===== config.mk =====
export PLATFORM = sky130hd
export DESIGN_NAME = note_sequencer_flat
export DESIGN_NICKNAME = d
export VERILOG_FILES = /design/src/rtl/note_sequencer_pkg.sv /design/src/rtl/note_sequencer_if.sv /design/src/rtl/note_sequencer_beat_timer.sv /design/src/rtl/note_sequencer.sv /design/src/flat_wrapper.sv
export SDC_FILE = /design/constraint.sdc
export NUM_CORES = 1
export LEC_CHECK = 0
export BUFFER_PORTS_ARGS = -buffer_cell sky130_fd_sc_hd__buf_2
export CORE_ASPECT_RATIO = 0.8
export CORE_MARGIN = 4
export CORE_UTILIZATION = 35
export CTS_BUF_LIST = sky130_fd_sc_hd__clkbuf_8
export DETAILED_ROUTE_END_ITERATION = 16
export PLACE_DENSITY = 0.62
export SETUP_SLACK_MARGIN = 0.3
export SLEW_MARGIN = 25
export SYNTH_ARGS = -nofsm -noshare
export SYNTH_HDL_FRONTEND = slang
export SYNTH_SLANG_ARGS = --single-unit

===== constraint.sdc =====
create_clock -name clk_in -period 4.5 [get_ports clk_in]
set_clock_uncertainty 0.15 [all_clocks]
set_input_delay 0.675 -clock clk_in [delete_from_list [all_inputs] [get_ports clk_in]]
set_output_delay 0.675 -clock clk_in [all_outputs]
set_load 0.005 [all_outputs]

===== src/rtl/note_sequencer_pkg.sv =====
// Shared types and constants for the note sequencer.
package note_seq_pkg;

  typedef enum logic [2:0] {
    ST_IDLE,
    ST_FETCH,
    ST_WAIT,
    ST_HOLD,
    ST_DRAIN
  } state_e;

  localparam int unsigned NOTE_W_DEF = 7;
  localparam int unsigned WINDOW_DEF = 5;
  localparam logic [NOTE_W_DEF-1:0] END_MARK = 7'h7F;

endpackage


===== src/rtl/note_sequencer_if.sv =====
// Note ROM bus: the sequencer drives the address, the ROM returns data one cycle later.
interface note_sequencer_if #(
  parameter int unsigned ADDR_W = 8,
  parameter int unsigned NOTE_W = 7
);
  logic [ADDR_W-1:0] rom_addr_out;
  logic [NOTE_W-1:0] rom_data_in;

  modport master (output rom_addr_out, input rom_data_in);
  modport slave  (input rom_addr_out, output rom_data_in);
endinterface


===== src/rtl/note_sequencer_beat_timer.sv =====
// Loadable down-counter; expiry strobe when it reaches zero and is not paused.
module beat_timer #(
  parameter int unsigned CNT_W = 4
) (
  input  logic             clk_i,
  input  logic             rst_ni,
  input  logic             load_i,
  input  logic [CNT_W-1:0] load_val_i,
  input  logic             pause_i,
  output logic             expire_o
);

  logic [CNT_W-1:0] cnt_q, cnt_d;

  always_comb begin
    cnt_d = cnt_q;
    if (load_i) begin
      cnt_d = load_val_i;
    end else if (!pause_i && (cnt_q != '0)) begin
      cnt_d = cnt_q - CNT_W'(1);
    end
  end

  always_ff @(posedge clk_i) begin
    if (!rst_ni) begin
      cnt_q <= '0;
    end else begin
      cnt_q <= cnt_d;
    end
  end

  assign expire_o = !pause_i && (cnt_q == '0);

endmodule


===== src/rtl/note_sequencer.sv =====
// Song playback scheduler: walks the note ROM one note per beat into the note window.
// Optional NOTE_SEQUENCER_LOOP_EN: restart the song at its base instead of draining.
module note_sequencer
  import note_seq_pkg::*;
#(
  parameter int unsigned NOTE_W         = NOTE_W_DEF,
  parameter int unsigned WINDOW         = WINDOW_DEF,
  parameter int unsigned ADDR_W         = 8,
  parameter int unsigned TICKS_PER_BEAT = 25_000_000
) (
  input  logic                     clk_in,
  input  logic                     rst_in,
  input  logic                     start_in,
  input  logic [ADDR_W-1:0]        song_base_in,
  input  logic                     pause_in,
  input  logic                     abort_in,
  note_sequencer_if.master         rom,
  output logic [NOTE_W*WINDOW-1:0] notes_out,
  output logic                     shifting_out,
  output logic                     busy_out,
  output logic                     done_out,
  output logic [ADDR_W-1:0]        beat_count_out
);

  localparam int unsigned NW    = NOTE_W * WINDOW;
  localparam int unsigned CNT_W = $clog2(TICKS_PER_BEAT);
  localparam int unsigned DW    = $clog2(WINDOW + 1);
  // HOLD plus FETCH and WAIT make up one beat; DRAIN spends the whole beat waiting.
  localparam logic [CNT_W-1:0] HOLD_LOAD  = CNT_W'(TICKS_PER_BEAT - 3);
  localparam logic [CNT_W-1:0] DRAIN_LOAD = CNT_W'(TICKS_PER_BEAT - 1);
  localparam logic [DW-1:0]    LAST_DRAIN = DW'(WINDOW - 1);

  state_e            state_q, state_d;
  logic [ADDR_W-1:0] addr_q, addr_d;
  logic [NW-1:0]     notes_q, notes_d;
  logic [ADDR_W-1:0] beat_q, beat_d;
  logic [DW-1:0]     drain_q, drain_d;
  logic              shift_q, shift_d;
  logic              done_q, done_d;
  logic              tmr_load, tmr_expire, song_end;
  logic [CNT_W-1:0]  tmr_val;
`ifdef NOTE_SEQUENCER_LOOP_EN
  logic [ADDR_W-1:0] base_q, base_d;
`endif

  beat_timer #(.CNT_W(CNT_W)) u_timer (
    .clk_i      (clk_in),
    .rst_ni     (rst_in),
    .load_i     (tmr_load),
    .load_val_i (tmr_val),
    .pause_i    (pause_in),
    .expire_o   (tmr_expire)
  );

  always_comb begin
    state_d  = state_q;
    addr_d   = addr_q;
    notes_d  = notes_q;
    beat_d   = beat_q;
    drain_d  = drain_q;
    shift_d  = 1'b0;
    done_d   = 1'b0;
    tmr_load = 1'b0;
    tmr_val  = HOLD_LOAD;
    song_end = 1'b0;
`ifdef NOTE_SEQUENCER_LOOP_EN
    base_d   = base_q;
`endif
    case (state_q)
      ST_IDLE: begin
        if (start_in) begin
          addr_d  = song_base_in;
          notes_d = '0;
          beat_d  = '0;
          state_d = ST_FETCH;
`ifdef NOTE_SEQUENCER_LOOP_EN
          base_d  = song_base_in;
`endif
        end
      end
      ST_FETCH: state_d = ST_WAIT;
      ST_WAIT: begin
        if (rom.rom_data_in == '1) begin
          song_end = 1'b1;
        end else begin
          notes_d  = NW'({notes_q, rom.rom_data_in});
          shift_d  = 1'b1;
          beat_d   = beat_q + ADDR_W'(1);
          tmr_load = 1'b1;
          state_d  = ST_HOLD;
        end
      end
      ST_HOLD: begin
        if (tmr_expire) begin
          if (addr_q == '1) begin
            song_end = 1'b1;
          end else begin
            addr_d  = addr_q + ADDR_W'(1);
            state_d = ST_FETCH;
          end
        end
      end
      ST_DRAIN: begin
        if (tmr_expire) begin
          notes_d = NW'({notes_q, NOTE_W'(0)});
          shift_d = 1'b1;
          drain_d = drain_q + DW'(1);
          if (drain_q == LAST_DRAIN) begin
            done_d  = 1'b1;
            state_d = ST_IDLE;
          end else begin
            tmr_load = 1'b1;
            tmr_val  = DRAIN_LOAD;
          end
        end
      end
      default: state_d = ST_IDLE;
    endcase

    if (song_end) begin
`ifdef NOTE_SEQUENCER_LOOP_EN
      addr_d  = base_q;
      done_d  = 1'b1;
      state_d = ST_FETCH;
`else
      drain_d  = '0;
      tmr_load = 1'b1;
      tmr_val  = DRAIN_LOAD;
      state_d  = ST_DRAIN;
`endif
    end

    // Abort overrides whatever the state logic decided, including a start from IDLE.
    if (abort_in) begin
      state_d = ST_IDLE;
      addr_d  = addr_q;
      beat_d  = beat_q;
      notes_d = '0;
      shift_d = 1'b0;
      done_d  = 1'b0;
    end
  end

  always_ff @(posedge clk_in) begin
    if (!rst_in) begin
      state_q <= ST_IDLE;
      addr_q  <= '0;
      notes_q <= '0;
      beat_q  <= '0;
      drain_q <= '0;
      shift_q <= 1'b0;
      done_q  <= 1'b0;
`ifdef NOTE_SEQUENCER_LOOP_EN
      base_q  <= '0;
`endif
    end else begin
      state_q <= state_d;
      addr_q  <= addr_d;
      notes_q <= notes_d;
      beat_q  <= beat_d;
      drain_q <= drain_d;
      shift_q <= shift_d;
      done_q  <= done_d;
`ifdef NOTE_SEQUENCER_LOOP_EN
      base_q  <= base_d;
`endif
    end
  end

  assign rom.rom_addr_out = addr_q;
  assign notes_out        = notes_q;
  assign shifting_out     = shift_q;
  assign done_out         = done_q;
  assign beat_count_out   = beat_q;
  assign busy_out         = (state_q != ST_IDLE);

endmodule


===== src/flat_wrapper.sv =====
// flat-port wrapper written by rule: the top's interface ports become plain ports
module note_sequencer_flat import note_seq_pkg::*;
#(
  parameter int unsigned NOTE_W         = NOTE_W_DEF,
  parameter int unsigned WINDOW         = WINDOW_DEF,
  parameter int unsigned ADDR_W         = 8,
  parameter int unsigned TICKS_PER_BEAT = 25_000_000
)
  (clk_in, rst_in, start_in, song_base_in, pause_in, abort_in, notes_out, shifting_out, busy_out, done_out, beat_count_out, rom_rom_addr_out, rom_rom_data_in);
  note_sequencer_if #(.ADDR_W(ADDR_W), .NOTE_W(NOTE_W)) rom_i ();
  input  logic clk_in;
  input  logic rst_in;
  input  logic start_in;
  input  logic [ADDR_W-1:0] song_base_in;
  input  logic pause_in;
  input  logic abort_in;
  output logic [NOTE_W*WINDOW-1:0] notes_out;
  output logic shifting_out;
  output logic busy_out;
  output logic done_out;
  output logic [ADDR_W-1:0] beat_count_out;
  output wire logic [$bits(rom_i.rom_addr_out)-1:0] rom_rom_addr_out;
  input wire logic [$bits(rom_i.rom_data_in)-1:0] rom_rom_data_in;
  assign rom_rom_addr_out = rom_i.rom_addr_out;
  assign rom_i.rom_data_in = rom_rom_data_in;
  note_sequencer #(.NOTE_W(NOTE_W), .WINDOW(WINDOW), .ADDR_W(ADDR_W), .TICKS_PER_BEAT(TICKS_PER_BEAT)) u_core (.clk_in(clk_in), .rst_in(rst_in), .start_in(start_in), .song_base_in(song_base_in), .pause_in(pause_in), .abort_in(abort_in), .rom(rom_i), .notes_out(notes_out), .shifting_out(shifting_out), .busy_out(busy_out), .done_out(done_out), .beat_count_out(beat_count_out));
endmodule

==> flow_summary_export.csv, run 1 <==
group,metric,value,unit
sta,tns,0,ns
grt,grt_pass1_vias,3897,
routing,avgViaCountPerCell,5.89,
cts,cts_tree,"done",
finish,layout-drive-gt1-share,20.1,%
routing,dr.pass1.iters,4,
finish,multi_input_area,0.00241,sq mm
floorplan,chipWidth,132,microns
sta,max-slew-margin-rel,37.0,%
logic_synthesis,synth_top_area_share,39.3,%
finish,nets,589,
setup_path,worst_ep_arrival_time,2.99,ns
routing,wl_per_cell,16.7,microns
finish,seqCellArea,0.00168,sq mm
routing,ant_nets,0,
logic_synthesis,postSynthAreaPerCell,8.33,sq um
cts,clockBufferDepth,2,
setup_path,path_max_fanout,28,
run,maxCapViolCount,0,
logic_synthesis,ys.flop_type,"dfxtp_1",
logic_synthesis,synth_edf_count,0,
power_and_ir_drop,p_int,1.54,mW
power_and_ir_drop,p_comb_share,42.6,%
placement,dp_slack,1.44,ns
grt,grt_max_degree,40,
logic_synthesis,ys_ff_latch,84,
sta,setup_viol,0,
finish,diodes,0,
setup_path,critPathRequiredTime,4.65,ns
grt,antenna_found_initial,0,
grt,grt_pass1_wl,20100,microns
grt,grt_usage,17.1,%
worst_hold_path,hp-start,"u_core.notes_out[34]$_SDFFE_PP0P_",
sta,hold_viol,0,
sta,tightest_slew,0.942,ns
setup_path,reg2reg_slack,1.65,ns
power_and_ir_drop,p_per_area,536,mW/mm^2
cts,cts_root_buf,"clkbuf_8",
cts,post_cts_buffers,0,
floorplan,die-area,0.0141,sq mm
logic_synthesis,syn_inst,514,
floorplan,rows,35,
logic_synthesis,async_flop_share,0,%
placement,place.gp.congestion,0.858,
logic_synthesis,syn_nets,540,
finish,area_growth,14.8,%
worst_hold_path,min_path_cells,2,
floorplan,io_pins,74,
routing,via_count,4217,
sta,rsz0062_at_grt,"false",
routing,drc,0,
floorplan,start_util,36.5,%
power_and_ir_drop,seq_power_share,36.4,%
power_and_ir_drop,power.leakage,1.83,nW
cts,clk_latency,0.36,ns
sta,finalMaxSlewViolations,0,
status,run_status,"finished, final reports clean",
setup_path,cp-end-kind,"flop",
logic_synthesis,syn-cell-area,0.00428,sq mm
grt,globalRoute.totalOverflow,0,
setup_path,reg2reg_depth,4,
finish,fill_cells,1235,
power_and_ir_drop,p_switching,1.09,mW
logic_synthesis,yosysSeqAreaShare,39.3,%
sta,fmax,0.351,GHz
cts,ctsHoldBuffers,0,
routing,wl,11900,microns
logic_synthesis,ys_types,58,
setup_path,rr_endpoint,"u_core.notes_out[7]$_SDFFE_PP0P_",
setup_path,start_kind,"flop",
sta,min_period_over_period,63.2,%
setup_path,criticalPathCategory,"flop to flop",
floorplan,core_area,0.0117,sq mm
placement,hpwl,8240,microns
cts,post_cts_resized,0,
logic_synthesis,yosysTopAreaCell,"dfxtp_1",
setup_path,r2r-start,"u_core.state_q[1]$_SDFFE_PP0P_",
worst_hold_path,min_path_type,"flop to flop",
power_and_ir_drop,swShare,41.5,%
cts,htreeDepth,3,
cts,cts_buffers,9,
cts,clock-sinks,84,
sta,setup_ws,1.65,ns
routing,first_iter_violations,408,
sta,fin_crit,2.85,ns
logic_synthesis,yosysWarnings,0,
worst_hold_path,hold_path_end,"u_core.notes_out[34]$_SDFFE_PP0P_",
power_and_ir_drop,ir_drop,0.357,mV
logic_synthesis,ys_top_cells_by_area,"dfxtp_1, a21oi_1, o211ai_1, nand3_1, xor2_1",
cts,clkTransAtPathRegs,0.09,ns
power_and_ir_drop,power.share.clock,20.9,%
floorplan,die_y,107,microns
placement,port_buffers,73,
-- per-stage QoR --
| step | instances | util, % | hold WS [ns] | total power [mW] | area (sq um) |
|---|---|---|---|---|---|
| after floorplan | 514 | - | 0.298 | 1.86 | 4280 |
| after global placement | 700 | 40.2 | 0.301 | 2.05 | 4710 |
| after detailed placement | 700 | 40.2 | 0.307 | 2.08 | 4710 |
| after CTS | 716 | 41.9 | 0.318 | 2.64 | 4910 |
| after global routing | 716 | 41.9 | 0.340 | 2.84 | 4920 |
| final | 716 | 41.9 | 0.317 | 2.63 | 4920 |
-- worst max-delay path, cell delays in order, from the launching register on --
cell and delay, ns:
dfxtp_1 0.86, or3b_2 0.58, nand2_1 0.72, o211ai_1 0.26, a21oi_1 0.20
-- cells in the mapped netlist, drive strengths merged (2+ instances only) --
cell     number
nor3b         4
nor4b         2
a41oi         2
o221a         2
a22oi         3
o211ai       32
and3          7
dfxtp        84
a311oi        2
nand4        19
a21oi        67
and4          5
o31a          2
or4          14
clkbuf       29
mux2i         2
o31ai        11
a211oi        3
or2           5
nand3        46
inv          10
a2111oi       2
nor2         31
nand2        19
buf          11
a2111o        2
xnor2         2
o21ai        13
nand3b        4
o22ai         4
xor2         15
a31oi         7
and2          3
ha            6
nor3         13
or3          11
nor4          8
-- power by group through the flow --
stage          Clock, mW  Sequential (mW)  Combinational [mW]
2_1_floorplan          0            0.945               0.919
3_3_place_gp           0            0.966                1.08
3_5_place_dp           0            0.974                1.10
4_1_cts            0.570            0.958                1.11
5_1_grt            0.599            0.979                1.26
6_report           0.552            0.960                1.12
-- cells in the final DEF, fill, tap and decap left out, types with 6 or more instances in the layout --
cell | netlist | routed
or4_1 | 11 | 11
o21ai_0 | 12 | 12
o31ai_1 | 11 | 11
and3_1 | 7 | 7
dfxtp_1 | 84 | 84
or3_1 | 11 | 11
nand2_1 | 18 | 18
nor2_1 | 31 | 31
o211ai_1 | 31 | 31
buf_2 | 5 | 73
inv_1 | 10 | 11
nor3_1 | 13 | 13
a21oi_1 | 67 | 67
nand3_1 | 46 | 46
clkbuf_8 | 0 | 10
nor4_1 | 6 | 6
a31oi_1 | 7 | 7
nand4_1 | 19 | 19
xor2_1 | 15 | 15
ha_1 | 6 | 6
-- registers in the layout, summed over array words and instances (netlist names) --
name                     cells
u_core.drain_q               3
u_core.state_q               3
u_core.notes_out            35
u_core.done_out              1
u_core.beat_count_out        8
u_core.shifting_out          1
u_core.rom.rom_addr_out      8
u_core.u_timer.cnt_q        25
-- how the worst max path moves through the flow --
stage                                                     from                                    end  slack [ns]  depth (start not counted)
after floorplan                                       pause_in  u_core.u_timer.cnt_q[19]$_SDFFE_PN0P_        2.01                          6
after global placement    u_core.u_timer.cnt_q[0]$_SDFFE_PN0P_       u_core.notes_out[8]$_SDFFE_PP0P_        1.51                          7
after detailed placement  u_core.u_timer.cnt_q[0]$_SDFFE_PN0P_       u_core.notes_out[7]$_SDFFE_PP0P_        1.44                          7
after CTS                 u_core.u_timer.cnt_q[0]$_SDFFE_PN0P_       u_core.notes_out[7]$_SDFFE_PP0P_        1.41                          7
after global routing            u_core.state_q[1]$_SDFFE_PP0P_       u_core.notes_out[7]$_SDFFE_PP0P_        1.43                          4
final                           u_core.state_q[1]$_SDFFE_PP0P_       u_core.notes_out[7]$_SDFFE_PP0P_        1.65                          4
-- kinds of logic (layout without fill, tap and decap cells) --
family / Yosys count / count (layout) / share of synthesized area (%)
AO/OA/AOI/OAI: 159 / 159 / 24.0
XOR/XNOR: 17 / 17 / 3.48
adder cells (fa/ha/maj): 6 / 6 / 1.75
buffers and inverters: 50 / 104 / 4.88
flip-flops: 84 / 84 / 39.3
multiplexers: 3 / 3 / 0.730
AND/OR/NAND/NOR: 195 / 195 / 25.9
-- area by class of cell --
class                      count  share of cell area, %
sequential                    84                   34.2
clock buffer                  10                   2.80
inverter                      10                  0.763
multi-input combinational    380                   49.0
tap                          148                   3.77
clock inverter                 6                   1.30
timing repair buffer          78                   8.19
-- per-layer routing --
layer	up-vias	part of all wire, %	global-route usage (%)	routed length (microns)
li1	2062	-	-	-
met1	2003	49	24.4	5800
met2	139	44	25.6	5310
met3	13	5.9	4.22	706
met4	0	1.1	5.10	129
met5	-	0	0	0
Note: power is estimated with default switching activity, not from simulation.
==> run 2: changes to the inputs <==
- PLACE_DENSITY: 0.62 -> 0.64
- clock period: 4.5 -> 2.4 ns (I/O delays scaled with it)
==> flow_summary_export.csv, run 2 (same netlist as run 1, synthesis figures left out) <==
group,metric,value,unit
run,maxCapViolCount,0,
floorplan,io_pins,74,
sta,hold_viol,0,
placement,placed_area,0.00516,sq mm
status,run_status,"finished, final reports clean",
setup_path,start_kind,"flop",
finish,final_cell_mix,"dfxtp_1, buf_2, a21oi_1",
placement,dp_slack,-0.0104,ns
finish,final_common_cell,"dfxtp_1",
sta,setup_viol,0,
sta,setup_ws,0.0984,ns
floorplan,rows,35,
finish,fin_cells,783,
floorplan,core_area,0.0117,sq mm
sta,fin_crit,2.30,ns
power_and_ir_drop,p_per_area,1120,mW/mm^2
cts,cts_tree,"done",
routing,first_iter_violations,427,
finish,layout-drive-gt1-share,41.4,%
routing,drc,0,
cts,ctsHoldBuffers,0,
grt,antenna_found_initial,0,
grt,grt_max_degree,39,
setup_path,critPathRequiredTime,2.50,ns
routing,dr.pass1.iters,5,
power_and_ir_drop,ir_drop,0.672,mV
power_and_ir_drop,power.leakage,2.36,nW
grt,grt_usage,19.0,%
routing,via_count,4629,
setup_path,r2r-start,"u_core.u_timer.cnt_q[17]$_SDFFE_PN0P_",
floorplan,die_y,107,microns
grt,grt_pass1_wl,22200,microns
placement,placed_cells,734,
cts,clk_latency,0.37,ns
finish,fin_util,52.8,%
cts,cts_root_buf,"clkbuf_8",
setup_path,startpoint,"u_core.u_timer.cnt_q[17]$_SDFFE_PN0P_",
power_and_ir_drop,total_power,6.95,mW
placement,port_buffers,73,
sta,max-slew-margin-rel,70.0,%
sta,fmax,0.434,GHz
floorplan,start_util,36.5,%
finish,area_growth,44.7,%
sta,finalMaxSlewViolations,0,
cts,clockBufferDepth,2,
cts,clock-sinks,84,
worst_hold_path,hp-start,"song_base_in[0]",
cts,clkTransAtPathRegs,0.09,ns
cts,cts_buffers,9,
finish,largest_register_ffs,35,
placement,place.gp.congestion,0.849,
routing,wl,14200,microns
placement,hpwl,8620,microns
floorplan,die-area,0.0141,sq mm
finish,nets,657,
finish,fill_cells,1035,
setup_path,path_max_fanout,5,
routing,wl_per_cell,18.1,microns
sta,tightest_slew,0.450,ns
routing,ant_nets,0,
finish,diodes,0,
setup_path,criticalPathCategory,"flop to flop",
floorplan,chipWidth,132,microns
grt,globalRoute.totalOverflow,0,
cts,htreeDepth,3,
routing,avgViaCountPerCell,5.91,
sta,rsz0062_at_grt,"true",
setup_path,reg2reg_slack,0.1,ns
setup_path,worst_ep_arrival_time,2.40,ns
sta,min_period_over_period,95.9,%
setup_path,cp-end-kind,"flop",
grt,grt_pass1_vias,4405,
finish,post-route-cell-area,0.00620,sq mm
worst_hold_path,min_path_type,"input pin to flop",
## run 2: cell count changes in the layout (fill, tap and decap cells not counted), moves of 9 or more
cell     delta
buf_4      +39
nand3_1    -26
nand3_2    +25
buf_6      +14
dfxtp_1     -9
## run 2: area by class of cell
type / instances / area [sq um] / area share [%]
clock inverters: 6 / 88.8 / 1.43
flip-flops and latches: 84 / 1700 / 27.5
inverters: 10 / 37.5 / 0.606
well taps: 148 / 185 / 2.99
repair buffers: 145 / 1180 / 19.1
multi-input cells: 381 / 2880 / 46.4
clock buffers: 9 / 124 / 2.00
## run 2: critical path: stages (launching register included)
cell	delay (ns)
dfxtp_4	0.36
or4_4	0.60
or4_4	0.60
o211ai_4	0.24
xor2_1	0.17
a21oi_1	0.08
## run 2: per-layer routing
layer / part of all wire [%] / routed length [microns] / GRT usage (%)
met1: 47 / 6650 / 25.7
met5: 0 / 0 / 0
met4: 1.8 / 258 / 7.20
met2: 46 / 6480 / 29.4
met3: 5.5 / 778 / 4.60
## run 2: power breakdown
group | leakage (nW) | switching, mW | internal (mW)
logic | 1.58 | 2.01 | 1.96
clock network | 0.102 | 0.541 | 0.582
registers | 0.685 | 0.245 | 1.61
total | 2.36 | 2.80 | 4.15
## run 2: final timing paths
| path | to | cells past startpoint |
|---|---|---|
| setup reg to reg | u_core.u_timer.cnt_q[2]$_SDFFE_PN0P_ | 5 |
| setup / recovery | u_core.u_timer.cnt_q[2]$_SDFFE_PN0P_ | 5 |
| hold / removal | u_core.rom.rom_addr_out[0]$_SDFFE_PN0P_ | 3 |
| hold reg to reg | u_core.notes_out[34]$_SDFFE_PP0P_ | 2 |
## run 2: what timing repair did
item / in CTS / in global routing
endpoints found under the setup margin: 66 / 77
buffers inserted: 18 / 5
gates resized for setup: 52 / 49
gates cloned: 7 / 4
pin swaps: 26 / 37
## run 2: metrics by stage
| step | hold slack (ns) | setup TNS, ns |
|---|---|---|
| floorplan | 0.308 | 0 |
| global placement | 0.300 | -0.100 |
| detailed placement | 0.317 | -0.0153 |
| CTS | 0.113 | 0 |
| global route | 0.138 | 0 |
| finish | 0.123 | 0 |
